`src/rtl/genie_mem_port_mux.sv`:
```
// Memory-port multiplexer: one of N_ENG layer engines owns the external read/write port at a time.
// Owner switches wait until every read the old owner issued has returned.
module genie_mem_port_mux #(
  parameter int N_ENG     = 4,
  parameter int SELW      = 2,
  parameter int AW        = 26,
  parameter int DW        = 32,
  parameter int MAX_OUTST = 15
) (
  input  logic                clk,
  input  logic                rst,
  input  logic [SELW-1:0]     sel_in,
  input  logic                sel_load,
  output logic [SELW-1:0]     sel_cur,
  output logic                sel_ok,
  output logic                sel_ack,
  output logic                busy,
  output logic                err,
  input  logic [N_ENG-1:0]    e_wvalid,
  output logic [N_ENG-1:0]    e_wready,
  input  logic [N_ENG*AW-1:0] e_waddr,
  input  logic [N_ENG*DW-1:0] e_wdata,
  input  logic [N_ENG-1:0]    e_rvalid,
  output logic [N_ENG-1:0]    e_rstall,
  input  logic [N_ENG*AW-1:0] e_raddr,
  output logic [N_ENG-1:0]    e_rready,
  output logic [N_ENG*DW-1:0] e_rdata,
  output logic                wvalid,
  input  logic                wready,
  output logic [AW-1:0]       waddr,
  output logic [DW-1:0]       wdata,
  output logic                rvalid,
  output logic [AW-1:0]       raddr,
  input  logic                rready,
  input  logic [DW-1:0]       rdata
);

  localparam int               CW      = $clog2(MAX_OUTST + 1);
  localparam logic [CW-1:0]    CNT_MAX = CW'(MAX_OUTST);
  localparam logic [SELW:0]    N_ENG_L = (SELW + 1)'(N_ENG);

  typedef enum logic [1:0] {
    IDLE   = 2'd0,
    ACTIVE = 2'd1,
    DRAIN  = 2'd2
  } state_t;

  state_t          state, state_nxt;
  logic [SELW-1:0] target;
  logic [CW-1:0]   cnt;
  logic            tgt_valid;
  logic            drain_done;
  logic            resp_ok;
  logic            rd_inc;
  logic            rd_dec;

  assign tgt_valid = ({1'b0, target} < N_ENG_L);
  assign busy      = (state == DRAIN);
  // A response with nothing outstanding is orphaned; it is dropped, not delivered.
  assign resp_ok   = rready & (cnt != '0);
  assign rd_inc    = rvalid;
  assign rd_dec    = resp_ok;

  // A new sel_load while draining retargets and keeps draining, so only one ack is produced.
  assign drain_done = (state == DRAIN) && !sel_load && (cnt == '0);

  always_comb begin
    state_nxt = state;
    case (state)
      IDLE: begin
        if (sel_load) state_nxt = DRAIN;
      end
      ACTIVE: begin
        if (sel_load) state_nxt = DRAIN;
      end
      DRAIN: begin
        if (drain_done) state_nxt = tgt_valid ? ACTIVE : IDLE;
      end
      default: state_nxt = IDLE;
    endcase
  end

  always_ff @(posedge clk) begin
    if (rst) begin
      state   <= IDLE;
      sel_cur <= '0;
      sel_ok  <= 1'b0;
      sel_ack <= 1'b0;
      target  <= '0;
      cnt     <= '0;
      err     <= 1'b0;
    end else begin
      state   <= state_nxt;
      sel_ack <= drain_done;
      if (sel_load) target <= sel_in;
      if (drain_done) begin
        if (tgt_valid) begin
          sel_cur <= target;
          sel_ok  <= 1'b1;
        end else begin
          sel_ok  <= 1'b0;
          err     <= 1'b1;
        end
      end
      if (rready && (cnt == '0)) err <= 1'b1;
      case ({rd_inc, rd_dec})
        2'b10:   cnt <= cnt + CW'(1);
        2'b01:   cnt <= cnt - CW'(1);
        default: cnt <= cnt;
      endcase
    end
  end

  // Request paths open only while ACTIVE; responses always follow sel_cur, which holds through DRAIN.
  always_comb begin
    wvalid   = 1'b0;
    waddr    = '0;
    wdata    = '0;
    rvalid   = 1'b0;
    raddr    = '0;
    e_wready = '0;
    e_rstall = '1;
    e_rready = '0;
    e_rdata  = '0;
    for (int i = 0; i < N_ENG; i++) begin
      if (sel_cur == SELW'(i)) begin
        e_rready[i] = resp_ok;
        if (resp_ok) e_rdata[i*DW +: DW] = rdata;
        if (state == ACTIVE) begin
          wvalid      = e_wvalid[i];
          waddr       = e_waddr[i*AW +: AW];
          wdata       = e_wdata[i*DW +: DW];
          e_wready[i] = wready;
          rvalid      = e_rvalid[i] & (cnt < CNT_MAX);
          raddr       = e_raddr[i*AW +: AW];
          e_rstall[i] = (cnt == CNT_MAX);
        end
      end
    end
  end

endmodule

```
`config.mk`:
```
export PLATFORM = sky130hd
export DESIGN_NAME = genie_mem_port_mux
export DESIGN_NICKNAME = d
export VERILOG_FILES = /design/src/rtl/genie_mem_port_mux.sv
export SDC_FILE = /design/constraint.sdc
export NUM_CORES = 1
export LEC_CHECK = 0
export CAP_MARGIN = 20
export CORE_AREA = 2 2 239 241
export DETAILED_ROUTE_END_ITERATION = 10
export DIE_AREA = 0 0 241 243
export PLACE_DENSITY = 0.38
export SLEW_MARGIN = 20
export SYNTH_ARGS = -nofsm -noshare
export SYNTH_HDL_FRONTEND = slang
export SYNTH_SLANG_ARGS = --single-unit
```
`constraint.sdc`:
```
create_clock -name clk -period 6.3 [get_ports clk]
set_input_delay 1.26 -clock clk [delete_from_list [all_inputs] [get_ports clk]]
set_output_delay 1.26 -clock clk [all_outputs]
set_load 0.03 [all_outputs]
```
==> results.py, run 1 <==
metrics = {
    "status": {
        "status": "finished, final reports clean",
    },
    "route": {
        "drtPass1Iterations": 4,
        "ant_nets": 0,
        "drc": 0,
        "viasPerCell": 3.30,
        "num_vias": 5817,
        "wl_per_cell_um": 18.5,
        "wirelength_um": 32600,
        "drt_iter0_markers": 168,
    },
    "critical_path": {
        "critPathLaunch": "e_raddr[12]",
        "r2r_start": "state[0]$_SDFFE_PP0P_",
        "regToRegSetupSlack_ns": 2.85,
        "setup.worst_path.end_class": "primary output",
        "critPathRequiredTime_ns": 5.04,
        "worstReg2RegEnd": "cnt[3]$_SDFFE_PP0P_",
        "ff2ff_path_depth": 9,
        "path_class": "in -> out",
        "start_kind": "input port",
        "worstPathMaxFanout": 1,
        "critPathArrivalTime_ns": 3.42,
    },
    "min_path": {
        "holdPathStages": 2,
        "min_from": "err$_SDFFE_PP0P_",
        "hold_path.class": "reg -> reg",
        "holdPathEnd": "err$_SDFFE_PP0P_",
    },
    "pwr": {
        "total_leakage_power_nw": 3.59,
        "vdd.ir_drop.worst_v": 0.0000500,
        "powerDensity_nw_per_um2": 59.4,
        "p_clk_share_pct": 17.9,
        "swShare_pct": 27.9,
        "p_sw_w": 0.000186,
        "power.internal_w": 0.000481,
        "pwr-share-seq_pct": 13.9,
        "combPwrFrac_pct": 68.2,
    },
    "finish": {
        "antenna_cells": 0,
        "syn2layout_area_growth_pct": 170,
        "final_util_pct": 20.1,
        "register_area_um2": 268,
        "fill_cells": 6252,
        "final_nets": 1396,
        "multi_input_area_um2": 3700,
        "drive_above_1_share_pct": 10.7,
    },
    "timing": {
        "timing.final.crit_period_ns": 4.68,
        "rsz0062_at_grt": "false",
        "max_slew_margin_pct": 43.2,
        "layout_worst_path_cycle_share_pct": 74.2,
        "worstMarginPinSlew_ns": 0.852,
        "setup_tns_ns": 0,
        "fin_worst_skew_ns": 0.00120,
        "slew_viol_final": 0,
        "fmax_mhz": 214,
        "setup_viol": 0,
        "hold_violations": 0,
    },
    "logic_synthesis": {
        "synth_cells": 425,
        "postSynth.asyncResetShare_pct": 0,
        "synth_nets": 812,
        "synth_warnings": 0,
        "synth-seq-cells": 13,
        "synth-seq-area-share_pct": 6.26,
        "yosysTopAreaCellShare_pct": 46.1,
        "synth_top_cell_by_area": "mux4_2",
        "synth.distinct_cells": 32,
        "synthTopCellsByArea": "mux4_2 (46%), and2_1 (19%), nor2b_1 (13%), dfxtp_1 (6.3%), clkbuf_1 (1.9%)",
        "synth.avg_cell_area_um2": 9.78,
        "dominantRegCellSynth": "dfxtp_1",
        "synth_edf_count": 0,
        "syn_area_um2": 4160,
    },
    "clocking": {
        "cts.clk_slew.worst_paths_ns": 0.04,
        "cts_hold_buf": 0,
        "ctsRootBufferMaster": "clkbuf_16",
        "cts_max_level": 1,
        "cts_tree": "built",
        "cts_resized": 0,
        "cts_buffers": 3,
        "cts.sinks": 13,
        "post_cts_buffers": 0,
        "insertion_delay_ns": 0.24,
        "clk_path_buf_depth": 2,
    },
    "grt": {
        "grt_pass1_vias": 6407,
        "grt-ovfl-total": 0,
        "grt_max_degree": 55,
        "antenna_found_initial": 2,
        "grt_pass1_wl_um": 44200,
        "grt_usage_pct": 10.2,
    },
    "floorplan": {
        "io_pins": 615,
        "start_util_pct": 7.43,
        "die_area_um2": 58600,
        "die_y_um": 243,
        "rows": 87,
        "die_w_um": 241,
        "fp.coreArea_um2": 56000,
    },
    "place": {
        "place_hpwl_um": 27700,
        "place_congestion": 0.791,
        "port_buffers": 614,
    },
    "run": {
        "cap_violations": 0,
    },
}
-- registers in the layout, indices dropped and copies added, names as in the netlist --
name,flops
err,1
sel_ok,1
cnt,4
target,2
sel_cur,2
state,2
sel_ack,1
-- kinds of logic after synthesis --
| logic type | after synthesis | synth area share [%] |
|---|---|---|
| mux | 91 | 47.5 |
| flops | 13 | 6.26 |
| fa+ha+maj | 4 | 1.38 |
| buf+inv | 49 | 5.33 |
| compound gates | 12 | 1.78 |
| xor+xnor | 2 | 0.422 |
| simple gates | 254 | 37.3 |
-- power groups by stage --
stage | Combinational [W] | Sequential [W] | Clock (W)
3_3_place_gp | 0.000457 | 0.0000944 | 0
2_1_floorplan | 0.000141 | 0.0000925 | 0
5_1_grt | 0.000482 | 0.0000937 | 0.000125
6_report | 0.000455 | 0.0000927 | 0.000120
4_1_cts | 0.000462 | 0.0000930 | 0.000122
3_5_place_dp | 0.000459 | 0.0000945 | 0
-- metrics by stage --
step | instances | total power, W | hold WS, ns | setup slack (ns) | cell area (µm²)
2_1_floorplan | 425 | 0.000234 | 0.455 | 2.90 | 4160
3_3_place_gp | 1760 | 0.000552 | 0.456 | 1.40 | 11200
3_5_place_dp | 1760 | 0.000553 | 0.462 | 1.42 | 11200
4_1_cts | 1764 | 0.000677 | 0.473 | 1.41 | 11200
5_1_grt | 1764 | 0.000700 | 0.514 | 1.38 | 11200
6_report | 1764 | 0.000667 | 0.464 | 1.62 | 11200
-- final cells by class --
cell class              instances  area share (%)
flip-flops and latches         13            2.38
repair buffers                623            55.4
multi-input cells             363            32.9
inverters                       5           0.167
well taps                     756            8.42
clock buffers                   4           0.702
-- worst max-delay path, cell delays in order --
cell and delay [ns]:
clkdlybuf4s50_1 0.63, mux4_2 0.34, nor2b_1 0.36, clkdlybuf4s50_1 0.82
-- worst max path at each step --
stage,endpoint,slack (ns),depth (start not counted)
after floorplan,e_rdata[118],2.90,4
after global placement,raddr[12],1.40,4
after detailed placement,raddr[12],1.42,4
after CTS,raddr[12],1.41,4
after global routing,raddr[12],1.38,4
final,raddr[12],1.62,4
-- cells in the mapped netlist, types with 5 or more instances --
master	instances
and2_1	128
nor2b_1	86
mux4_2	85
clkbuf_1	21
nor2_1	19
dfxtp_1	13
buf_2	9
a21oi_1	7
buf_1	7
buf_4	7
inv_1	5
mux2i_1	5
nand2b_1	5
-- cell usage in the layout, fill, tap and decap left out, types with 5 or more instances in the layout --
master | Yosys | final
mux2i_1 | 5 | 5
buf_4 | 7 | 8
and2_1 | 128 | 128
a21oi_1 | 7 | 7
clkdlybuf4s50_1 | 0 | 614
nor2b_1 | 86 | 86
dfxtp_1 | 13 | 11
inv_1 | 5 | 5
nor2_1 | 19 | 16
mux4_2 | 85 | 85
-- per-layer routing --
layer	part of all wire, %	GRT usage (%)	vias up
met5	0.031	0	-
met4	0.78	0.962	2
met3	8.6	2.27	12
met2	51	19.7	333
met1	39	11.7	2773
li1	-	-	2697
(Power assumes the default switching activity.)
==> run 2, diff against run 1 <==
--- a/config.mk
+++ b/config.mk
@@ -6,10 +6,10 @@
 export NUM_CORES = 1
 export LEC_CHECK = 0
 export CAP_MARGIN = 20
-export CORE_AREA = 2 2 239 241
+export CORE_AREA = 2 2 241 243
 export DETAILED_ROUTE_END_ITERATION = 10
-export DIE_AREA = 0 0 241 243
-export PLACE_DENSITY = 0.38
+export DIE_AREA = 0 0 243 245
+export PLACE_DENSITY = 0.37
 export SLEW_MARGIN = 20
 export SYNTH_ARGS = -nofsm -noshare
 export SYNTH_HDL_FRONTEND = slang
==> constraint.sdc (replaced) <==
create_clock -name clk -period 4.6 [get_ports clk]
set_input_delay 0.92 -clock clk [delete_from_list [all_inputs] [get_ports clk]]
set_output_delay 0.92 -clock clk [all_outputs]
set_load 0.03 [all_outputs]
==> run 2 against run 1 <==
Net effect:
- sequential share of layout area hardly changed
- worst hold slack better by 0.023 ns
- sequential power is 37% higher
- first-iteration DRC count is 2.4% lower
- clock power is 37% higher
- worst setup slack worse by 0.84 ns
- global-route usage is 1.1 points higher
- largest power group unchanged
==> results.py, run 2 (synthesis gave the netlist of run 1 again) <==
metrics = {
    "route": {
        "drt_iter0_markers": 164,
        "wirelength_um": 36000,
        "drc": 0,
        "wl_per_cell_um": 20.2,
        "ant_nets": 0,
        "num_vias": 5962,
        "drtPass1Iterations": 4,
        "viasPerCell": 3.35,
    },
    "timing": {
        "max_slew_margin_pct": 48.3,
        "fin_worst_skew_ns": 0.00222,
        "timing.final.crit_period_ns": 3.82,
        "final.setup.worst_slack_ns": 0.778,
        "hold_violations": 0,
        "worstMarginPinSlew_ns": 0.775,
        "rsz0062_at_grt": "false",
        "fmax_mhz": 262,
        "layout_worst_path_cycle_share_pct": 83.1,
        "slew_viol_final": 0,
        "setup_tns_ns": 0,
        "setup_viol": 0,
    },
    "floorplan": {
        "rows": 88,
        "die_area_um2": 59500,
        "start_util_pct": 7.29,
        "die_y_um": 245,
        "fp.coreArea_um2": 57000,
        "die_w_um": 243,
        "io_pins": 615,
    },
    "critical_path": {
        "critPathArrivalTime_ns": 2.90,
        "ff2ff_path_depth": 9,
        "start_kind": "input port",
        "setup.worst_path.end_class": "primary output",
        "critPathRequiredTime_ns": 3.68,
        "path_class": "in -> out",
        "worstPathMaxFanout": 33,
    },
    "clocking": {
        "cts_tree": "built",
        "cts_resized": 0,
        "ctsRootBufferMaster": "clkbuf_16",
        "clk_path_buf_depth": 2,
        "insertion_delay_ns": 0.24,
        "cts_buffers": 3,
        "cts_hold_buf": 0,
        "cts.clk_slew.worst_paths_ns": 0.05,
        "cts_max_level": 1,
        "cts.sinks": 13,
        "post_cts_buffers": 0,
    },
    "place": {
        "preCtsSetupSlack_ns": 0.743,
        "place_hpwl_um": 30700,
        "place_congestion": 0.851,
        "port_buffers": 614,
        "dp_cells": 1775,
        "dpl_cell_area_um2": 11200,
    },
    "finish": {
        "mostFrequentLayoutCells": "clkdlybuf4s50_1 (614), and2_1 (128), nor2b_1 (86)",
        "drive_above_1_share_pct": 11.2,
        "final_area_um2": 11300,
        "final_cells": 1781,
        "syn2layout_area_growth_pct": 173,
        "largest_reg_flops": 4,
        "regMostFlops": "cnt",
        "final_nets": 1402,
        "fill_cells": 6387,
        "layout_commonest_cell": "clkdlybuf4s50_1",
    },
    "grt": {
        "grt_pass1_vias": 6496,
        "grt_usage_pct": 11.3,
        "grt_max_degree": 87,
        "grt-ovfl-total": 0,
        "antenna_found_initial": 6,
        "grt_pass1_wl_um": 49300,
    },
    "pwr": {
        "total_leakage_power_nw": 3.63,
        "p_total_w": 0.000926,
        "powerDensity_nw_per_um2": 81.7,
        "vdd.ir_drop.worst_v": 0.000109,
    },
    "run": {
        "cap_violations": 0,
    },
    "status": {
        "status": "finished, final reports clean",
    },
    "min_path": {
        "hold_path.class": "reg -> reg",
        "holdPathStages": 2,
    },
}
run 2: cell type report:
cell class / instances / area, µm² / area share [%]
well taps: 765 / 957 / 8.45
flip-flops and latches: 13 / 268 / 2.36
repair buffers: 629 / 6310 / 55.7
inverters: 5 / 18.8 / 0.166
clock buffers: 4 / 78.8 / 0.696
diodes: 2 / 5.00 / 0.0442
multi-input cells: 363 / 3700 / 32.6
run 2: worst paths after layout:
path / endpoint / slack (ns) / start
worst min register to register: sel_ok$_SDFFE_PP0P_ / 0.49 / sel_ok$_SDFFE_PP0P_
worst max-delay path: e_rdata[4] / 0.78 / rready
worst min-delay path: sel_ok$_SDFFE_PP0P_ / 0.49 / sel_ok$_SDFFE_PP0P_
worst max register to register: cnt[3]$_SDFFE_PP0P_ / 1.36 / sel_cur[0]$_SDFFE_PP0P_
run 2: per-layer routing:
metal / track usage (%) / vias to the layer above / wire length, µm
met3: 3.52 / 18 / 3050
met4: 1.44 / 4 / 544
met2: 20.5 / 361 / 18100
met5: 0 / - / 27
met1: 13.4 / 2865 / 14300
li1: - / 2714 / -
run 2: critical path, stage by stage:
cell,delay [ns]
clkdlybuf4s50_1,0.49
nand2_2,0.12
nor3_4,0.13
buf_4,0.34
and2_1,0.22
clkdlybuf4s50_1,0.68
run 2: power by group:
group	switching, W	total, W	internal [W]
sequential	0.00000986	0.000127	0.000117
combinational	0.000208	0.000636	0.000428
clock	0.0000467	0.000164	0.000117
run 2: through the flow:
| stage | hold slack, ns | util (%) |
|---|---|---|
| finish | 0.487 | 19.9 |
| global route | 0.514 | 19.9 |
| CTS | 0.487 | 19.9 |
| detailed placement | 0.474 | 19.7 |
| global placement | 0.461 | 19.7 |
| floorplan | 0.455 | - |
==> run 3, diff against run 2 <==
==> constraint.sdc (replaced) <==
create_clock -name clk -period 3.9 [get_ports clk]
set_input_delay 0.78 -clock clk [delete_from_list [all_inputs] [get_ports clk]]
set_output_delay 0.78 -clock clk [all_outputs]
set_load 0.03 [all_outputs]
==> run 3 against run 2 <==
Net effect:
- via count is 0.57% lower
- non-clock buffer count rose by 2
- die area unchanged
- worst hold slack worse by 0.012 ns
- largest cell class unchanged
- combinational power rose by 18%
- clock power is 19% higher
- count of clock-buffer cells in the layout is the same
- highest routed layer unchanged
- utilization increased by 0.10 points
- sequential share of layout area is essentially flat
- clock skew rose by 0.0021 ns
- sequential cell count stayed put
- critical endpoint is now wdata[30]
- wire length shrank 0.31%
==> results.py, run 3 (synthesis gave the netlist of run 1 again) <==
metrics = {
    "route": {
        "viasPerCell": 3.33,
        "drc": 0,
        "wl_per_cell_um": 20.1,
        "drtPass1Iterations": 6,
        "num_vias": 5928,
        "ant_nets": 0,
        "drt_iter0_markers": 176,
        "wirelength_um": 35900,
    },
    "pwr": {
        "p_sw_w": 0.000313,
        "vdd.ir_drop.worst_v": 0.000134,
        "combPwrFrac_pct": 68.5,
        "swShare_pct": 28.6,
        "powerDensity_nw_per_um2": 96.2,
        "p_clk_share_pct": 17.8,
        "p_total_w": 0.00110,
        "pwr-share-seq_pct": 13.7,
        "power.internal_w": 0.000783,
        "total_leakage_power_nw": 3.68,
    },
    "clocking": {
        "insertion_delay_ns": 0.24,
        "ctsRootBufferMaster": "clkbuf_16",
        "post_cts_buffers": 0,
        "cts.clk_slew.worst_paths_ns": 0.05,
        "cts.sinks": 13,
        "cts_buffers": 3,
        "cts_hold_buf": 0,
        "cts_max_level": 1,
        "cts_tree": "built",
        "cts_resized": 0,
        "clk_path_buf_depth": 2,
    },
    "floorplan": {
        "rows": 88,
        "die_y_um": 245,
        "die_w_um": 243,
        "io_pins": 615,
        "start_util_pct": 7.29,
        "fp.coreArea_um2": 57000,
        "die_area_um2": 59500,
    },
    "place": {
        "place_congestion": 0.841,
        "port_buffers": 614,
        "place_hpwl_um": 30700,
        "dp_cells": 1777,
        "preCtsSetupSlack_ns": 0.353,
    },
    "critical_path": {
        "path_class": "reg -> out",
        "critPathArrivalTime_ns": 2.83,
        "worstPathMaxFanout": 30,
        "setup.worst_path.end_class": "primary output",
        "start_kind": "register",
        "critPathRequiredTime_ns": 3.12,
    },
    "finish": {
        "final_nets": 1404,
        "drive_above_1_share_pct": 12.6,
        "syn2layout_area_growth_pct": 174,
        "final_util_pct": 20.0,
        "mostFrequentLayoutCells": "clkdlybuf4s50_1 (602), and2_1 (128), nor2b_1 (86)",
        "regMostFlops": "cnt",
        "final_cells": 1782,
        "largest_reg_flops": 4,
        "layout_commonest_cell": "clkdlybuf4s50_1",
    },
    "grt": {
        "grt_pass1_vias": 6504,
        "grt_pass1_wl_um": 49600,
        "grt_max_degree": 81,
        "grt-ovfl-total": 0,
        "antenna_found_initial": 4,
        "grt_usage_pct": 11.4,
    },
    "run": {
        "cap_violations": 0,
    },
    "timing": {
        "max_slew_margin_pct": 48.6,
        "hold_violations": 0,
        "worstMarginPinSlew_ns": 0.771,
        "final.setup.worst_slack_ns": 0.286,
        "setup_tns_ns": 0,
        "timing.final.crit_period_ns": 3.61,
        "fin_worst_skew_ns": 0.00437,
        "setup_viol": 0,
        "slew_viol_final": 0,
        "layout_worst_path_cycle_share_pct": 92.7,
        "rsz0062_at_grt": "false",
        "fmax_mhz": 277,
    },
    "min_path": {
        "hold_path.class": "reg -> reg",
    },
    "status": {
        "status": "finished, final reports clean",
    },
}
-- run 3: final cells by class --
cell class	instances	area (µm²)
inverters	5	18.8
fillers	6358	45600
diodes	1	2.50
well taps	765	957
clock buffers	4	78.8
repair buffers	631	6370
multi-input cells	363	3700
flip-flops and latches	13	268
-- run 3: worst max-delay path, cell delays in order (launching register included) --
cell and delay [ns]:
dfxtp_4 0.81, buf_4 0.38, mux4_2 0.57, nor2b_1 0.16, clkdlybuf4s50_1 0.65
-- run 3: path summary, 6_finish.rpt --
| check | startpoint | endpoint | slack, ns | cells past startpoint |
|---|---|---|---|---|
| setup / recovery | sel_cur[0]$_SDFFE_PP0P_ | wdata[30] | 0.29 | 4 |
| hold / removal | err$_SDFFE_PP0P_ | err$_SDFFE_PP0P_ | 0.48 | 2 |
| setup reg to reg | sel_cur[0]$_SDFFE_PP0P_ | cnt[3]$_SDFFE_PP0P_ | 0.89 | 8 |
| hold reg to reg | err$_SDFFE_PP0P_ | err$_SDFFE_PP0P_ | 0.48 | 2 |
-- run 3: power by group through the flow --
| stage | Clock, W | Combinational, W | Sequential [W] |
|---|---|---|---|
| after floorplan | 0 | 0.000228 | 0.000149 |
| after global routing | 0.000210 | 0.000792 | 0.000151 |
| after CTS | 0.000200 | 0.000762 | 0.000150 |
| after detailed placement | 0 | 0.000754 | 0.000153 |
| final | 0.000195 | 0.000751 | 0.000150 |
| after global placement | 0 | 0.000754 | 0.000153 |
-- run 3: metrics by stage --
| stage | instance area (µm²) | hold slack (ns) |
|---|---|---|
| finish | 11400 | 0.475 |
| global route | 11400 | 0.514 |
| CTS | 11400 | 0.486 |
| detailed placement | 11300 | 0.470 |
| global placement | 11300 | 0.455 |
| floorplan | 4160 | 0.455 |
-- run 3: metal layers --
layer	global-route usage [%]	vias to the layer above	part of all wire [%]
met5	0	-	0.095
met4	1.84	6	1.8
met3	4.18	26	10
met2	20.8	361	51
met1	12.7	2818	37
li1	-	2717	-
